===== src/rtl/fpm_pkg.sv =====
// Shared types and constants for the multiplier normalize/round/pack pipeline.
// Class encoding, flag bit positions and the stage-1 to stage-2 beat layout live here.
package fpm_pkg;

  localparam int          FP_BIAS    = 127;
  localparam int          FP_EXP_MAX = 255;
  localparam logic [31:0] FP_QNAN    = 32'h7FC00000;

  localparam int FLG_INVALID = 3;
  localparam int FLG_OVF     = 2;
  localparam int FLG_UNF     = 1;
  localparam int FLG_INX     = 0;

  typedef enum logic [1:0] {
    CLS_NORMAL,
    CLS_ZERO,
    CLS_INF,
    CLS_INVALID
  } fp_class_t;

  // Normalized beat held between stage 1 and stage 2; e is 10-bit two's complement.
  typedef struct packed {
    logic        sign;
    logic [9:0]  e;
    logic [22:0] man;
    logic        guard;
    logic        sticky;
    fp_class_t   cls;
  } s1_t;

  // Exponent-255 operands count as infinity; inf x 0 is the only invalid product.
  function automatic fp_class_t classify(input logic [7:0] ea, input logic [7:0] eb);
    fp_class_t c;
    if ((ea == 8'(FP_EXP_MAX) && eb == 8'h00) || (eb == 8'(FP_EXP_MAX) && ea == 8'h00))
      c = CLS_INVALID;
    else if (ea == 8'(FP_EXP_MAX) || eb == 8'(FP_EXP_MAX))
      c = CLS_INF;
    else if (ea == 8'h00 || eb == 8'h00)
      c = CLS_ZERO;
    else
      c = CLS_NORMAL;
    return c;
  endfunction

endpackage


===== src/rtl/fpm_round_pack.sv =====
// Combinational round, range check and pack of one normalized beat into binary32 plus flags.
// Rounds to nearest-even when FPM_RNE_EN is defined, otherwise truncates; no state, no handshake.
module fpm_round_pack
  import fpm_pkg::*;
(
  input  s1_t         beat,
  output logic [31:0] result,
  output logic [3:0]  flags
);

  logic        rnd_up;
  logic [23:0] man_inc;
  logic [9:0]  e_r;

`ifdef FPM_RNE_EN
  assign rnd_up = beat.guard && (beat.sticky || beat.man[0]);
`else
  assign rnd_up = 1'b0;
`endif

  // A carry out of the 23-bit field leaves man_inc[22:0] at zero and bumps the exponent.
  assign man_inc = {1'b0, beat.man} + {23'b0, rnd_up};
  assign e_r     = beat.e + {9'b0, man_inc[23]};

  always_comb begin
    result = 32'h0;
    flags  = 4'h0;
    unique case (beat.cls)
      CLS_INVALID: begin
        result             = FP_QNAN;
        flags[FLG_INVALID] = 1'b1;
      end
      CLS_INF: begin
        result = {beat.sign, 8'hFF, 23'h0};
      end
      CLS_ZERO: begin
        result = {beat.sign, 31'h0};
      end
      default: begin
        if ($signed(e_r) >= $signed(10'(FP_EXP_MAX))) begin
          result         = {beat.sign, 8'hFF, 23'h0};
          flags[FLG_OVF] = 1'b1;
          flags[FLG_INX] = 1'b1;
        end else if ($signed(e_r) <= $signed(10'd0)) begin
          result         = {beat.sign, 31'h0};
          flags[FLG_UNF] = 1'b1;
          flags[FLG_INX] = 1'b1;
        end else begin
          result         = {beat.sign, e_r[7:0], man_inc[22:0]};
          flags[FLG_INX] = beat.guard | beat.sticky;
        end
      end
    endcase
  end

endmodule


===== src/rtl/fpm_norm_round.sv =====
// Two-stage normalize/round/pack after the 24x24 significand product (FPM_RNE_EN selects RNE).
// Latency 2, 1 beat/cycle; in_ready is combinational from out_ready, output holds while stalled.
module fpm_norm_round
  import fpm_pkg::*;
(
  input  logic        clk,
  input  logic        rst_n,
  input  logic        in_valid,
  output logic        in_ready,
  input  logic        in_sign,
  input  logic [7:0]  in_ea,
  input  logic [7:0]  in_eb,
  input  logic [47:0] in_prod,
  output logic        out_valid,
  input  logic        out_ready,
  output logic [31:0] out_result,
  output logic [3:0]  out_flags
);

  logic        s1_valid;
  logic        s2_valid;
  logic        s1_adv;
  logic        s2_adv;
  s1_t         s1_nxt;
  s1_t         s1_q;
  logic [31:0] rp_result;
  logic [3:0]  rp_flags;
  logic [9:0]  e_sum;

  assign s2_adv   = !s2_valid || out_ready;
  assign s1_adv   = !s1_valid || s2_adv;
  assign in_ready = s1_adv;

  // Product of two [1,2) significands lies in [1,4); bit 47 set means one extra binade.
  assign e_sum = {2'b0, in_ea} + {2'b0, in_eb} - 10'(FP_BIAS) + {9'b0, in_prod[47]};

  always_comb begin
    s1_nxt      = '0;
    s1_nxt.sign = in_sign;
    s1_nxt.e    = e_sum;
    s1_nxt.cls  = classify(in_ea, in_eb);
    if (in_prod[47]) begin
      s1_nxt.man    = in_prod[46:24];
      s1_nxt.guard  = in_prod[23];
      s1_nxt.sticky = |in_prod[22:0];
    end else begin
      s1_nxt.man    = in_prod[45:23];
      s1_nxt.guard  = in_prod[22];
      s1_nxt.sticky = |in_prod[21:0];
    end
  end

  always_ff @(posedge clk or negedge rst_n) begin
    if (!rst_n) begin
      s1_valid <= 1'b0;
      s1_q     <= '0;
    end else if (s1_adv) begin
      s1_valid <= in_valid;
      if (in_valid)
        s1_q <= s1_nxt;
    end
  end

  fpm_round_pack u_round_pack (
    .beat   (s1_q),
    .result (rp_result),
    .flags  (rp_flags)
  );

  always_ff @(posedge clk or negedge rst_n) begin
    if (!rst_n) begin
      s2_valid   <= 1'b0;
      out_result <= 32'h0;
      out_flags  <= 4'h0;
    end else if (s2_adv) begin
      s2_valid <= s1_valid;
      if (s1_valid) begin
        out_result <= rp_result;
        out_flags  <= rp_flags;
      end
    end
  end

  assign out_valid = s2_valid;

endmodule

===== config.mk =====
export PLATFORM = sky130hd
export DESIGN_NAME = fpm_norm_round
export DESIGN_NICKNAME = d
export VERILOG_FILES = /design/src/rtl/fpm_pkg.sv /design/src/rtl/fpm_round_pack.sv /design/src/rtl/fpm_norm_round.sv
export SDC_FILE = /design/constraint.sdc
export NUM_CORES = 1
export LEC_CHECK = 0
export BUFFER_PORTS_ARGS = -buffer_cell sky130_fd_sc_hd__buf_2
export CAP_MARGIN = 10
export CORE_MARGIN = 4
export CORE_UTILIZATION = 40
export CTS_BUF_LIST = sky130_fd_sc_hd__clkbuf_4
export DETAILED_ROUTE_END_ITERATION = 8
export PLACE_DENSITY_LB_ADDON = 0.1
export SYNTH_ARGS = -nofsm -noshare
export SYNTH_HDL_FRONTEND = slang
export SYNTH_SLANG_ARGS = --single-unit

===== constraint.sdc =====
create_clock -name clk -period 2.5 [get_ports clk]
set_input_delay 0.75 -clock clk [delete_from_list [all_inputs] [get_ports clk]]
set_output_delay 0.75 -clock clk [all_outputs]
set_load 0.005 [all_outputs]

Word level (Yosys, flattened, before mapping):

Index checks and enable logic that the tools add are counted.

* mux-type cells: 14
* reduce and logical (&&, ||, !) cells: 16
* add/sub/neg operators: 3
* order comparisons: 2
* eq/ne operators: 5
* bitwise logic cells: 1

Operators with widths (count)
* $pmux W32 S3: 1
* $mux W31: 2
* $mux W25: 1
* $reduce_or A23 Y1: 1
* $reduce_or A22 Y1: 1
* $eq A8 B8 Y1 const B: 2
* $logic_not A8 Y1: 2
* $add A10 B1 Y10: 1
* $ge A10 B9 Y1 const B: 1
* $le A10 B1 Y1 const B: 1
* $sub A9 B7 Y10 const B: 1
* $add A8 B8 Y9: 1
* $mux W1: 7
* $logic_or A1 B1 Y1: 5
* $eq A2 B2 Y1 const B: 2
* $mux W2: 2
* $reduce_and A2 Y1: 2
* $mux W3: 1
* $reduce_or A3 Y1: 1
* $eq A2 B1 Y1 const B: 1
* $logic_and A1 B1 Y1: 2
* $logic_not A1 Y1: 2
* $or A1 B1 Y1: 1

* register bits: 76
* input port bits: 69

Logic depth before layout (Yosys ltp):

* word-level depth: 5
* gate-level depth with buffers: 12
* mapped depth without buffers: 10

By module:

Synthesis repeated with hierarchy kept, for this count alone.

* cells, all modules: 415
* area total of the unflattened synthesis: 4176.5 um^2

By module, submodules not included
* fpm_norm_round: area each 3693.5 um^2, cells each 327, times used 1
* fpm_round_pack: area each 483.0 um^2, cells each 88, times used 1

Worst setup path after synthesis:

Ideal clock, no wire load.

* path type: input-to-reg
* start: in in_prod[47]
* end: reg s1_q[35] in the netlist's numbering
* data arrival time: 2.764 ns
* buffers on the path: 2
* stages on the path: 12
* required time: 2.431 ns
* setup slack: -0.334 ns
* cell sequence: buf_2 > buf_2 > inv_1 > ha_1 > inv_1 > ha_1 > inv_1 > fa_1 > nor2b_1 > o31ai_1 > a211o_1 > nand3_1

* cells in the longest elaborated chain, start to end: 1

Ends and longest elaborated chain
* from (decl): RTL line fpm_norm_round.sv:13 `input logic [47:0] in_prod,`
* $add A10 B1 Y10: RTL line fpm_norm_round.sv:35 `assign e_sum = {2'b0, in_ea} + {2'b0, in_eb} - 10'(FP_BIAS) + {9'b0, in_prod[47]};`
* to (signal assigned): RTL line fpm_norm_round.sv:60 `s1_q <= s1_nxt;`
* to (decl): RTL line fpm_norm_round.sv:25 `s1_t s1_q;`

Every way passes these cells.
A chain may end at the register's enable or synchronous reset.

Worst setup path in the final report:

* start: in in_ea[0]
* end: reg s1_q[35] in the netlist's numbering

* cells in the longest elaborated chain, start to end: 3

Ends and longest elaborated chain
* from (decl): RTL line fpm_norm_round.sv:11 `input logic [7:0] in_ea,`
* $add A8 B8 Y9: RTL line fpm_norm_round.sv:35
* $sub A9 B7 Y10: RTL line fpm_norm_round.sv:35
* $add A10 B1 Y10: RTL line fpm_norm_round.sv:35

Every way passes these cells.

==> flow_summary.json <==
{
  "cts_sinks": 76,
  "critPathMaxFanout": 4,
  "drive_above_1_share_pct": 31.5,
  "power.switching_uw": 939,
  "cts_tree": "built",
  "place.gp.congestion": 0.881,
  "p_leak_uw": 0.00231,
  "avgSynthCellArea_um2": 10.2,
  "ys.flop_type": "dfrtp_1",
  "clock_path_buffers": 2,
  "grt-ovfl-total": 0,
  "worst_ep_required_time_ps": 2840,
  "post-route-period-util_pct": 84.9,
  "intPower_uw": 2110,
  "ctsHoldBuffers": 0,
  "cts.reportedPaths.clkPinSlew_ps": 140,
  "fin_worst_skew_ps": 23.5,
  "htreeDepth": 3,
  "die_h_um": 105,
  "antenna_cells": 0,
  "tightest_slew_ps": 665,
  "crit_path_start_kind": "input port",
  "synth-warning-count": 0,
  "cpPeakStageDelay_ps": 390,
  "portBuffers": 106,
  "status": "finished, final reports clean",
  "synth-seq-cells": 76,
  "rows": 35,
  "syn_to_final_growth_pct": 22.7,
  "placed_area_um2": 4460,
  "cts_resized": 0,
  "vias": 2994,
  "synth_cells": 366,
  "drc": 0,
  "cap_violations": 0,
  "final_area_um2": 4600,
  "synth_top_area_cell": "dfrtp_1",
  "synth_nets": 452,
  "synth.area.top_cells": "dfrtp_1, mux2i_1, nand2_1",
  "grt_pass1_wl_mm": 15.0,
  "coreArea_um2": 9200,
  "hpwlAfterDp_mm": 6.75,
  "initialDrtViolationCount": 78,
  "io_pins": 107,
  "pwr-share-comb_pct": 23.6,
  "wl_per_cell_um": 15.0,
  "dp.cells": 571,
  "final_core_util_pct": 50.0,
  "layout.cells.non_filler": 587,
  "arrival_ps": 2460,
  "period_needed_ps": 2120,
  "start_util_pct": 40.8,
  "synth_area_um2": 3750,
  "pwr-share-seq_pct": 51.4,
  "cp_num_buf_inv": 4,
  "die_w_um": 105,
  "crit_type": "input port to flop",
  "ant_nets": 0,
  "ir_worst_vdd_v": 0.000258,
  "hold_viol_final": 0,
  "dieArea_um2": 11000,
  "crit_family": "adder cells",
  "drt_pass1_iterations": 4,
  "wirelength_mm": 8.80,
  "grt_usage_pct": 16.8,
  "grt_max_degree": 53,
  "p_per_area_nw_per_um2": 662,
  "clk_latency_ps": 410,
  "fmax_mhz": 471,
  "async_reset_ff_share_pct": 100,
  "power_uw": 3050,
  "antenna_found_initial": 0,
  "swShare_pct": 30.8,
  "ys_types": 41,
  "pwr-share-clk_pct": 25.0,
  "cp_cell_sequence": "buf_2 -> inv_1 -> ha_4 -> inv_2 -> ha_4 -> inv_2 -> fa_2 -> nor2b_2 -> o31ai_2 -> a211o_1 -> nand3_1",
  "yosysMostFrequentCell": "dfrtp_1",
  "drv_slew": 0,
  "numCtsBuffers": 9,
  "clock-root-buffer": "clkbuf_4",
  "cp-end-kind": "flop",
  "rsz0062_at_grt": "no",
  "postCtsSetupBuffers": 0,
  "crit_path_top_delay_cell": "fa_2",
  "slew_headroom_pct": 55.6,
  "grt_pass1_vias": 3017,
  "synth_edf_count": 0,
  "setup_viol": 0,
  "yosys-top-cells-count": "dfrtp_1, nand2_1, o21ai_0",
  "nNetsFinal": 557,
  "post-synth-top-area-fraction_pct": 50.7,
  "via_per_inst": 5.10,
  "seq_area_frac_synth_pct": 50.7,
  "hold_class": "input port to async pin"
}
[worst reg2reg max path, stage by stage, from the launching register on]
cell	delay [ps]
dfrtp_1	510
nor2_1	70
a31oi_1	310
and4b_4	530
a22o_1	190
[placed cells by master, fill, tap and decap left out, types with 9 or more instances in the layout]
cell type,Yosys,routed
a21oi_1,11,11
buf_2,8,105
mux2i_1,24,24
a22o_1,22,22
nand2_1,63,62
nor4_1,9,9
ha_1,16,14
dfrtp_1,76,76
o21ai_0,43,43
clkbuf_4,0,11
[cell families after synthesis]
logic type	count (synthesis)	synth area share, %
AO/OA/AOI/OAI	103	18.0
XOR/XNOR	3	0.701
adder cells (fa/ha/maj)	17	5.87
buffers and inverters	29	3.67
flip-flops	76	50.7
multiplexers	24	6.41
AND/OR/NAND/NOR	114	14.6
[stage by stage]
stage | hold slack (ps) | TNS [ps] | setup slack, ps
after CTS | 359 | 0 | 378
after global placement | 455 | 0 | 20.8
final | 355 | 0 | 377
after floorplan | 446 | -9.84 | -9.84
after global routing | 382 | 0 | 321
after detailed placement | 462 | -29.6 | -29.6
[power by group through the flow]
stage	sequential, uW	clock [uW]	combinational (uW)
2_1_floorplan	1570	0	432
3_3_place_gp	1590	0	720
3_5_place_dp	1600	0	726
4_1_cts	1570	795	731
5_1_grt	1600	854	821
6_report	1570	760	720
[final timing paths]
check	slack (ps)	startpoint	cells past startpoint	end
max	380	in_ea[0]	11	s1_q[35]
min in group clk	490	out_flags[0]	1	out_flags[0]
max in group asynchronous	1560	rst_n	2	out_result[31]
max reg2reg	840	s1_q[35]	4	out_result[1]
min	350	rst_n	1	out_result[14]
min reg2reg	490	out_flags[0]	1	out_flags[0]
[final cells by class]
| cell class | instances | area, um2 |
|---|---|---|
| sequential | 76 | 1900 |
| clock buffer | 11 | 82.6 |
| fill | 906 | 4600 |
| timing repair buffer | 114 | 631 |
| inverter | 9 | 36.3 |
| clock inverter | 5 | 61.3 |
| multi-input combinational | 261 | 1750 |
| tap | 111 | 139 |
[layer usage]
| metal | GRT usage [%] | wire length [um] | vias to the layer above |
|---|---|---|---|
| met5 | 0 | 0 | - |
| met4 | 6.19 | 70 | 0 |
| met3 | 3.83 | 475 | 5 |
| met2 | 24.2 | 3770 | 92 |
| met1 | 24.8 | 4480 | 1365 |
| li1 | - | - | 1532 |
[sequential cells by signal, indices dropped and copies added, names as in the netlist]
signal and count:
s1_q 38, out_result 32, out_flags 4, out_valid 1, s1_valid 1
Note: power is estimated with default switching activity, not from simulation.
